--- config.mk ---
export PLATFORM = sky130hd
export DESIGN_NAME = alu_pipe_param_flat
export DESIGN_NICKNAME = d
export VERILOG_FILES = /design/src/rtl/alu_pipe_param_if.sv /design/src/rtl/alu_pipe_param.sv /design/src/flat_wrapper.sv
export SDC_FILE = /design/constraint.sdc
export NUM_CORES = 1
export LEC_CHECK = 0
export BUFFER_PORTS_ARGS = -buffer_cell sky130_fd_sc_hd__buf_2
export CAP_MARGIN = 20
export CORE_UTILIZATION = 60
export CTS_BUF_LIST = sky130_fd_sc_hd__clkbuf_8
export CTS_CLUSTER_DIAMETER = 50
export DETAILED_ROUTE_END_ITERATION = 8
export PLACE_DENSITY_LB_ADDON = 0.12
export SKIP_CTS_REPAIR_TIMING = 1
export SYNTH_ARGS = -nofsm -noshare
export SYNTH_HDL_FRONTEND = slang
export SYNTH_SLANG_ARGS = --single-unit
--- constraint.sdc ---
create_clock -name clk -period 8.5 [get_ports clk]
set_input_delay 2.125 -clock clk [delete_from_list [all_inputs] [get_ports clk]]
set_output_delay 2.125 -clock clk [all_outputs]
set_load 0.05 [all_outputs]
--- src/rtl/alu_pipe_param_if.sv ---
// rtl/alu_pipe_param_if.sv - operation/result handshake bundle for alu_pipe_param
interface alu_pipe_param_if #(
    parameter int WIDTH = 8,
    parameter int SHW   = $clog2(WIDTH) + 1
);
    logic             in_valid;
    logic             in_ready;
    logic [3:0]       opcode;
    logic [WIDTH-1:0] input1;
    logic [WIDTH-1:0] input2;
    logic [SHW-1:0]   shiftValue;
    logic             out_valid;
    logic             out_ready;
    logic [WIDTH-1:0] result;
    logic             carryFlag;
    logic             zeroFlag;
    logic             overFlowFlag;
    logic             signFlag;
    logic             errFlag;
    logic             stickyOvf;
    logic             clr_sticky;

    modport master (
        output in_valid, opcode, input1, input2, shiftValue, out_ready, clr_sticky,
        input  in_ready, out_valid, result, carryFlag, zeroFlag, overFlowFlag,
               signFlag, errFlag, stickyOvf
    );

    modport slave (
        input  in_valid, opcode, input1, input2, shiftValue, out_ready, clr_sticky,
        output in_ready, out_valid, result, carryFlag, zeroFlag, overFlowFlag,
               signFlag, errFlag, stickyOvf
    );
endinterface

--- src/rtl/alu_pipe_param.sv ---
// rtl/alu_pipe_param.sv - two-stage pipelined ALU with valid/ready flow control and sticky overflow
module alu_pipe_param #(
    parameter int WIDTH = 8,
    parameter int SHW   = $clog2(WIDTH) + 1
) (
    input  logic            clk,
    input  logic            rst_n,
    alu_pipe_param_if.slave bus
);
    localparam logic [3:0] OP_SGE  = 4'd0;
    localparam logic [3:0] OP_NAND = 4'd1;
    localparam logic [3:0] OP_SLL  = 4'd2;
    localparam logic [3:0] OP_SGT  = 4'd3;
    localparam logic [3:0] OP_MIN  = 4'd4;
    localparam logic [3:0] OP_AND  = 4'd5;
    localparam logic [3:0] OP_NOR  = 4'd6;
    localparam logic [3:0] OP_SRA  = 4'd7;
    localparam logic [3:0] OP_XOR  = 4'd8;
    localparam logic [3:0] OP_ADD  = 4'd9;
    localparam logic [3:0] OP_MAX  = 4'd10;
    localparam logic [3:0] OP_SUB  = 4'd11;

    logic             s1_valid_q, s1_valid_d;
    logic [3:0]       s1_op_q, s1_op_d;
    logic [WIDTH-1:0] s1_a_q, s1_a_d, s1_b_q, s1_b_d;
    logic [SHW-1:0]   s1_sh_q, s1_sh_d;

    logic             s2_valid_q, s2_valid_d;
    logic [WIDTH-1:0] s2_res_q, s2_res_d;
    logic             s2_cy_q, s2_cy_d, s2_z_q, s2_z_d, s2_ov_q, s2_ov_d;
    logic             s2_sg_q, s2_sg_d, s2_er_q, s2_er_d;
    logic             sticky_q, sticky_d;

    logic             s2_ready, s1_adv, accept, xfer_out;
    logic [WIDTH:0]   sum_w, diff_w, shl_w;
    logic [WIDTH-1:0] sra_w;
    logic [WIDTH-1:0] alu_res;
    logic             alu_cy, alu_ov, alu_er;

    // S2 can take a new result when empty or when its current one leaves this cycle
    assign xfer_out = s2_valid_q & bus.out_ready;
    assign s2_ready = ~s2_valid_q | bus.out_ready;
    assign s1_adv   = s1_valid_q & s2_ready;
    assign bus.in_ready = rst_n & (~s1_valid_q | s2_ready);
    assign accept   = bus.in_valid & bus.in_ready;

    assign sum_w  = {1'b0, s1_a_q} + {1'b0, s1_b_q};
    assign diff_w = {1'b0, s1_a_q} - {1'b0, s1_b_q};
    // Bit WIDTH of the widened shift is the last bit shifted out; it is 0 past WIDTH
    assign shl_w  = {1'b0, s1_a_q} << s1_sh_q;
    assign sra_w  = $signed(s1_a_q) >>> s1_sh_q;

    always_comb begin
        alu_res = '0;
        alu_cy  = 1'b0;
        alu_ov  = 1'b0;
        alu_er  = 1'b0;
        case (s1_op_q)
            OP_SGE:  alu_res = WIDTH'($signed(s1_a_q) >= $signed(s1_b_q));
            OP_NAND: alu_res = ~(s1_a_q & s1_b_q);
            OP_SLL: begin
                alu_res = shl_w[WIDTH-1:0];
                alu_cy  = shl_w[WIDTH];
            end
            OP_SGT:  alu_res = WIDTH'($signed(s1_a_q) > $signed(s1_b_q));
            OP_MIN:  alu_res = (s1_a_q <= s1_b_q) ? s1_a_q : s1_b_q;
            OP_AND:  alu_res = s1_a_q & s1_b_q;
            OP_NOR:  alu_res = ~(s1_a_q | s1_b_q);
            OP_SRA:  alu_res = sra_w;
            OP_XOR:  alu_res = s1_a_q ^ s1_b_q;
            OP_ADD: begin
                alu_res = sum_w[WIDTH-1:0];
                alu_cy  = sum_w[WIDTH];
                alu_ov  = (s1_a_q[WIDTH-1] == s1_b_q[WIDTH-1]) &
                          (sum_w[WIDTH-1] != s1_a_q[WIDTH-1]);
            end
            OP_MAX:  alu_res = (s1_a_q >= s1_b_q) ? s1_a_q : s1_b_q;
            OP_SUB: begin
                alu_res = diff_w[WIDTH-1:0];
                alu_cy  = diff_w[WIDTH];
                alu_ov  = (s1_a_q[WIDTH-1] != s1_b_q[WIDTH-1]) &
                          (diff_w[WIDTH-1] != s1_a_q[WIDTH-1]);
            end
            default: alu_er = 1'b1;
        endcase
    end

    always_comb begin
        s1_valid_d = accept | (s1_valid_q & ~s2_ready);
        s1_op_d    = accept ? bus.opcode     : s1_op_q;
        s1_a_d     = accept ? bus.input1     : s1_a_q;
        s1_b_d     = accept ? bus.input2     : s1_b_q;
        s1_sh_d    = accept ? bus.shiftValue : s1_sh_q;

        s2_valid_d = s1_adv | (s2_valid_q & ~bus.out_ready);
        s2_res_d   = s1_adv ? alu_res               : s2_res_q;
        s2_cy_d    = s1_adv ? alu_cy                : s2_cy_q;
        s2_z_d     = s1_adv ? (alu_res == '0)       : s2_z_q;
        s2_ov_d    = s1_adv ? alu_ov                : s2_ov_q;
        s2_sg_d    = s1_adv ? alu_res[WIDTH-1]      : s2_sg_q;
        s2_er_d    = s1_adv ? alu_er                : s2_er_q;

        // A set in the same cycle as a clear takes priority
        sticky_d   = (xfer_out & s2_ov_q) | (sticky_q & ~bus.clr_sticky);
    end

    always_ff @(posedge clk or negedge rst_n) begin
        if (!rst_n) begin
            s1_valid_q <= 1'b0;
            s1_op_q    <= '0;
            s1_a_q     <= '0;
            s1_b_q     <= '0;
            s1_sh_q    <= '0;
            s2_valid_q <= 1'b0;
            s2_res_q   <= '0;
            s2_cy_q    <= 1'b0;
            s2_z_q     <= 1'b0;
            s2_ov_q    <= 1'b0;
            s2_sg_q    <= 1'b0;
            s2_er_q    <= 1'b0;
            sticky_q   <= 1'b0;
        end else begin
            s1_valid_q <= s1_valid_d;
            s1_op_q    <= s1_op_d;
            s1_a_q     <= s1_a_d;
            s1_b_q     <= s1_b_d;
            s1_sh_q    <= s1_sh_d;
            s2_valid_q <= s2_valid_d;
            s2_res_q   <= s2_res_d;
            s2_cy_q    <= s2_cy_d;
            s2_z_q     <= s2_z_d;
            s2_ov_q    <= s2_ov_d;
            s2_sg_q    <= s2_sg_d;
            s2_er_q    <= s2_er_d;
            sticky_q   <= sticky_d;
        end
    end

    assign bus.out_valid    = s2_valid_q;
    assign bus.result       = s2_res_q;
    assign bus.carryFlag    = s2_cy_q;
    assign bus.zeroFlag     = s2_z_q;
    assign bus.overFlowFlag = s2_ov_q;
    assign bus.signFlag     = s2_sg_q;
    assign bus.errFlag      = s2_er_q;
    assign bus.stickyOvf    = sticky_q;
endmodule

--- src/flat_wrapper.sv ---
// flat-port wrapper written by rule: the top's interface ports become plain ports
module alu_pipe_param_flat 
#(
    parameter int WIDTH = 8,
    parameter int SHW   = $clog2(WIDTH) + 1
)
  (clk, rst_n, bus_in_valid, bus_opcode, bus_input1, bus_input2, bus_shiftValue, bus_out_ready, bus_clr_sticky, bus_in_ready, bus_out_valid, bus_result, bus_carryFlag, bus_zeroFlag, bus_overFlowFlag, bus_signFlag, bus_errFlag, bus_stickyOvf);
  alu_pipe_param_if #(.WIDTH(WIDTH), .SHW(SHW)) bus_i ();
  input  logic clk;
  input  logic rst_n;
  input wire logic [$bits(bus_i.in_valid)-1:0] bus_in_valid;
  input wire logic [$bits(bus_i.opcode)-1:0] bus_opcode;
  input wire logic [$bits(bus_i.input1)-1:0] bus_input1;
  input wire logic [$bits(bus_i.input2)-1:0] bus_input2;
  input wire logic [$bits(bus_i.shiftValue)-1:0] bus_shiftValue;
  input wire logic [$bits(bus_i.out_ready)-1:0] bus_out_ready;
  input wire logic [$bits(bus_i.clr_sticky)-1:0] bus_clr_sticky;
  output wire logic [$bits(bus_i.in_ready)-1:0] bus_in_ready;
  output wire logic [$bits(bus_i.out_valid)-1:0] bus_out_valid;
  output wire logic [$bits(bus_i.result)-1:0] bus_result;
  output wire logic [$bits(bus_i.carryFlag)-1:0] bus_carryFlag;
  output wire logic [$bits(bus_i.zeroFlag)-1:0] bus_zeroFlag;
  output wire logic [$bits(bus_i.overFlowFlag)-1:0] bus_overFlowFlag;
  output wire logic [$bits(bus_i.signFlag)-1:0] bus_signFlag;
  output wire logic [$bits(bus_i.errFlag)-1:0] bus_errFlag;
  output wire logic [$bits(bus_i.stickyOvf)-1:0] bus_stickyOvf;
  assign bus_i.in_valid = bus_in_valid;
  assign bus_i.opcode = bus_opcode;
  assign bus_i.input1 = bus_input1;
  assign bus_i.input2 = bus_input2;
  assign bus_i.shiftValue = bus_shiftValue;
  assign bus_i.out_ready = bus_out_ready;
  assign bus_i.clr_sticky = bus_clr_sticky;
  assign bus_in_ready = bus_i.in_ready;
  assign bus_out_valid = bus_i.out_valid;
  assign bus_result = bus_i.result;
  assign bus_carryFlag = bus_i.carryFlag;
  assign bus_zeroFlag = bus_i.zeroFlag;
  assign bus_overFlowFlag = bus_i.overFlowFlag;
  assign bus_signFlag = bus_i.signFlag;
  assign bus_errFlag = bus_i.errFlag;
  assign bus_stickyOvf = bus_i.stickyOvf;
  alu_pipe_param #(.WIDTH(WIDTH), .SHW(SHW)) u_core (.clk(clk), .rst_n(rst_n), .bus(bus_i));
endmodule
# == Word level (Yosys, flattened, before mapping) ==
# Index checks and enable logic that the tools add are counted.
# totals
output_inout_bits,16
wordCells,70
reg_bits,40
# classes
magnitude_cmp,4
n_addsub,2
bitwise_logic,25
n_reduce_logical,3
shifts,2
n_eq_ne,15
n_mux,6
# ops
cell,count
8-bit one-hot mux with 12 select lines,1
4-bit by 3-bit equality test with 1-bit output (second input constant),4
4-bit equality test (second input constant),4
8-bit greater-or-equal comparator,2
8-bit two-way mux,2
8-bit inverter,2
12-bit OR reduction,1
1-bit bitwise AND,10
8-bit by 8-bit adder with 9-bit output,1
8-bit by 4-bit << shifter with 9-bit output,1
8-bit by 8-bit subtractor with 9-bit output,1
8-bit bitwise AND,1
4-bit by 2-bit equality test with 1-bit output (second input constant),2
8-bit > comparator,1
8-bit <= comparator,1
8-bit logical NOT,1
8-bit OR,1
8-bit by 4-bit >>> shifter with 8-bit output,1
8-bit XOR,1
1-bit inverter,5
1-bit OR,5
4-bit by 1-bit equality test with 1-bit output (second input constant),1
4-bit logical NOT,1
1-bit inequality test,3
other kinds (4),4

# == Depth between registers and ports, before layout ==
# depth
ltp_word,6
ltp_mapped,12

# == Least setup slack after synthesis ==
# No wires, ideal clock.
# synth_path
path_kind,input to output
start,in bus_out_ready
end,out bus_in_ready
stages,2
n_path_buf,0
t_required_ns,6.375
setup_slack_ns,3.704
t_arrival_ns,2.671
cell_sequence,nand3b_1 -> and2_1
# synth_via
elab_chain_len,3
# synth_rtl
item,line,rtl
start: declaration,flat_wrapper.sv:16,input wire logic [$bits(bus_i.out_ready)-1:0] bus_out_ready;
1-bit OR,alu_pipe_param.sv:42,assign s2_ready = ~s2_valid_q | bus.out_ready;
1-bit OR,alu_pipe_param.sv:44,assign bus.in_ready = rst_n & (~s1_valid_q | s2_ready);
1-bit bitwise AND,alu_pipe_param.sv:44,
end: declaration,flat_wrapper.sv:18,output wire logic [$bits(bus_i.in_ready)-1:0] bus_in_ready;
# No other way between the ends.

# == Worst setup path after layout ==
# layout_path
start,in rst_n
end,out bus_in_ready
# layout_via
elab_chain_len,1
# layout_rtl
item,line,rtl
start: declaration,flat_wrapper.sv:10,input logic rst_n;
1-bit bitwise AND,alu_pipe_param.sv:44,
# No other way between the ends.

==> impl_results.md <==
- Run status: finished with violations
- Violated checks: DRC
- FFs w/ async S/R, synth: 1.00
- Achievable clock frequency: 185 MHz
- Share of total power consumed by net switching: 0.508
- Synthesized instance count: 446
- Final weighted congestion in routability-driven placement: 0.962
- Largest area contributor in the synthesized netlist: dfrtp_1
- DRC violations left: 1
- Longest individual stage delay on the worst path: 630 ps
- Part of the Yosys area used for sequential elements: 0.254
- Total length of routed wires: 10700 um
- Number of I/O pins: 45
- Peak-usage layer in the global routing report: met2
- Met2 usage: 0.564
- Count of antenna diodes in the layout: 0
- Power density over the cells: 252 nW/um^2
- Part of the total power dissipated in sequential elements: 0.306
- Starting density of the core: 0.634
- Count of non-filler cells in the finished layout: 544
- Switching power of the nets: 0.000527 W
- Ordered list of cells on the worst path: buf_2 > and2_1 > buf_2
- Area fraction of the dominant cell type after synthesis: 0.254
- Vias after detailed routing: 3707
- Setup TNS Final: 0 ps
- Number of port buffers: 44
- Most used flip-flop cell after synthesis: dfrtp_1
- Count of antenna-violating nets left after detailed routing: 0
- Antenna violations before repair: 0
- Pin count of the biggest net entering global routing: 41
- Via density: 6.81
- Startpoint-to-endpoint class of the critical path: input pin to output port
- Net count of the mapped netlist: 502
- Clock tree from TritonCTS: built
- Root buf cell: clkbuf_8
- Cell-internal power: 0.000511 W
- Power after layout: 0.00104 W
- Commonest cells after routing, fill and taps aside: 44 x buf_2, 39 x nand2_1, 39 x dfrtp_1
- Clock latency on the worst-skew pair: 290 ps
- Fraction of the cycle the final worst path needs: 0.637
- Wirelength per Cell: 19.6 um
- Leakage power of the design: 1.82 nW
- Placement Cell Area: 4040 um^2
- # H-tree levels: 2
- Post-route cell area: 4120 um^2
- Worst setup EP type: output port
- Global routing met1 resource utilization: 0.436
- Per-instance average area after synthesis: 8.62 um^2
- Critical path's slowest cell: buf_2
- Die boundary width: 82.0 um
- Sinks on the clock net: 39
- Fraction of the core area covered by cells at the end of the flow: 0.680
- Yosys warning total: 0
- Cell occurring most often along the worst timing path: buf_2
- Power share of the clock group: 0.123
- Fraction of met3 tracks used by global routing: 0.0400
- Final Hold Fails: 0
- # Max-Cap Violations: 0
- Number of DRC violations after detailed-routing iteration 0: 413
- Clock input transition at the sequential cells of the worst setup and hold paths: 80 ps
- Global router's overall resource usage: 0.336
- Core area: 6060 um^2
- Startpoint type of the worst setup path: input pin
- DRT Pass-1 Iters: 9
- Setup Viol. Count Final: 0
- Synthesis-to-finish area growth: 7.29%
- Remaining Overflow, GRT: 0
- Number of instances in the placed design: 536
- Row cnt: 28
- Area contributors post-synth: dfrtp_1 25%, mux2_2 9.4%, ha_1 8.1%
- Post-synthesis sequential element count: 39
- Combined area of all synthesized cells: 3840 um^2
- Slew HR: 0.280
- Number of global-route vias before repair: 3426
- Total Die Area: 6730 um^2
- Number of cells on the worst reg-to-reg path: 10
- Final critical path time including I/O delays and setup: 5420 ps
- Slew at the pin closest to its max-slew limit: 1070 ps
- Hold/Removal Path Class: register to register
- Critical path fanouts, max: 40
- Synth cell types: 66
- Worst Hold Depth: 2
- Unrepaired setup endpoints after global routing: no
- Commonest non-fill, non-tap cell in the layout: buf_2
- Number of CTS-inserted buffers: 5
- Number of synthesized flops with an enable pin: 0
- Wire length of the first global-routing pass: 16800 um
- Logic pwr share: 0.571
- Worst vdd rail ir drop: 0.000209 V
- Net count of the finished layout: 524
- Data arrival time of the critical path: 3290 ps
- CTS max path bufs: 2
- Fraction of final layout cells with drive strength greater than 1: 0.205
- Half-perimeter wire length after placement: 8060 um
- Worst clock skew: 5.14 ps
- Worst endpoint required time: 6380 ps
- Slew Viols, Final: 0
- Die Ht: 82.0 um
==> worst max-delay path: cells and delay by family <==
family	cells	cell delay, ps
AND/OR/NAND/NOR	1	250
buffers and inverters	2	900
==> worst paths after layout <==
path | from | end | slack, ps
worst max-delay path | rst_n | bus_in_ready | 3080
worst min-delay path | u_core.bus.errFlag$_DFFE_PN0P_ | u_core.bus.errFlag$_DFFE_PN0P_ | 490
worst max register to register | u_core.s1_a_q[7]$_DFFE_PN0P_ | u_core.bus.zeroFlag$_DFFE_PN0P_ | 4210
worst min register to register | u_core.bus.errFlag$_DFFE_PN0P_ | u_core.bus.errFlag$_DFFE_PN0P_ | 490
max in group asynchronous | rst_n | u_core.s1_b_q[2]$_DFFE_PN0P_ | 6040
min in group asynchronous | rst_n | u_core.bus.overFlowFlag$_DFFE_PN0P_ | 1920
==> power groups by stage <==
stage               sequential [W]  clock (W)  combinational (W)
floorplan                 0.000351          0           0.000409
global placement          0.000316          0           0.000575
detailed placement        0.000318          0           0.000581
CTS                       0.000314   0.000130           0.000583
global route              0.000327   0.000137           0.000641
finish                    0.000317   0.000128           0.000593
==> sequential cells by signal, summed over array words and instances, names as in the netlist <==
name,flops
u_core.bus.errFlag,1
u_core.s1_op_q,4
u_core.s1_a_q,8
u_core.s1_valid_q,1
u_core.s1_sh_q,4
u_core.s1_b_q,8
u_core.bus.carryFlag,1
u_core.bus.result,7
u_core.bus.zeroFlag,1
u_core.bus.out_valid,1
u_core.bus.overFlowFlag,1
u_core.bus.stickyOvf,1
u_core.bus.signFlag,1
==> synth_stat cells (all sizes together), types with 5 or more instances <==
library cell	number
nor2b	9
nor3	16
o21ai	30
a21o	6
clkbuf	22
a221oi	5
o22ai	5
mux2	32
mux2i	20
dfrtp	39
a211oi	6
nor2	25
buf	8
or3	5
a21oi	22
inv	26
nand2b	8
nor4	5
nand2	39
nand3	6
o211ai	9
ha	25
a32oi	7
==> stage by stage <==
stage | hold slack (ps) | worst slack [ps]
5_1_grt | 521 | 2880
4_1_cts | 494 | 2990
3_5_place_dp | 475 | 2990
3_3_place_gp | 457 | 3060
6_report | 486 | 3080
2_1_floorplan | 479 | 3700
==> area by class of cell <==
cell class                 count  area (um^2)
fill                         543         1940
sequential                    39          976
multi-input combinational    351         2640
tap                           75         93.8
inverter                      26         97.6
clock inverter                 3         20.0
clock buffer                   5         68.8
timing repair buffer          45          228
==> layer usage <==
layer,up-vias,share of wire
li1,1692,-
met1,1777,0.42
met2,199,0.47
met3,39,0.071
met4,0,0.036
met5,-,0
==> kinds of logic after synthesis <==
| logic type | Yosys count | share of synthesized area |
|---|---|---|
| adders and majority gates | 27 | 0.0918 |
| buffers and inverters | 56 | 0.0592 |
| AOI/OAI and AO/OA | 127 | 0.229 |
| xor gates and xnor gates | 7 | 0.0160 |
| DFF | 39 | 0.254 |
| and+or+nand+nor | 134 | 0.181 |
| muxes | 56 | 0.169 |
Note: power is estimated with default switching activity, not from simulation.
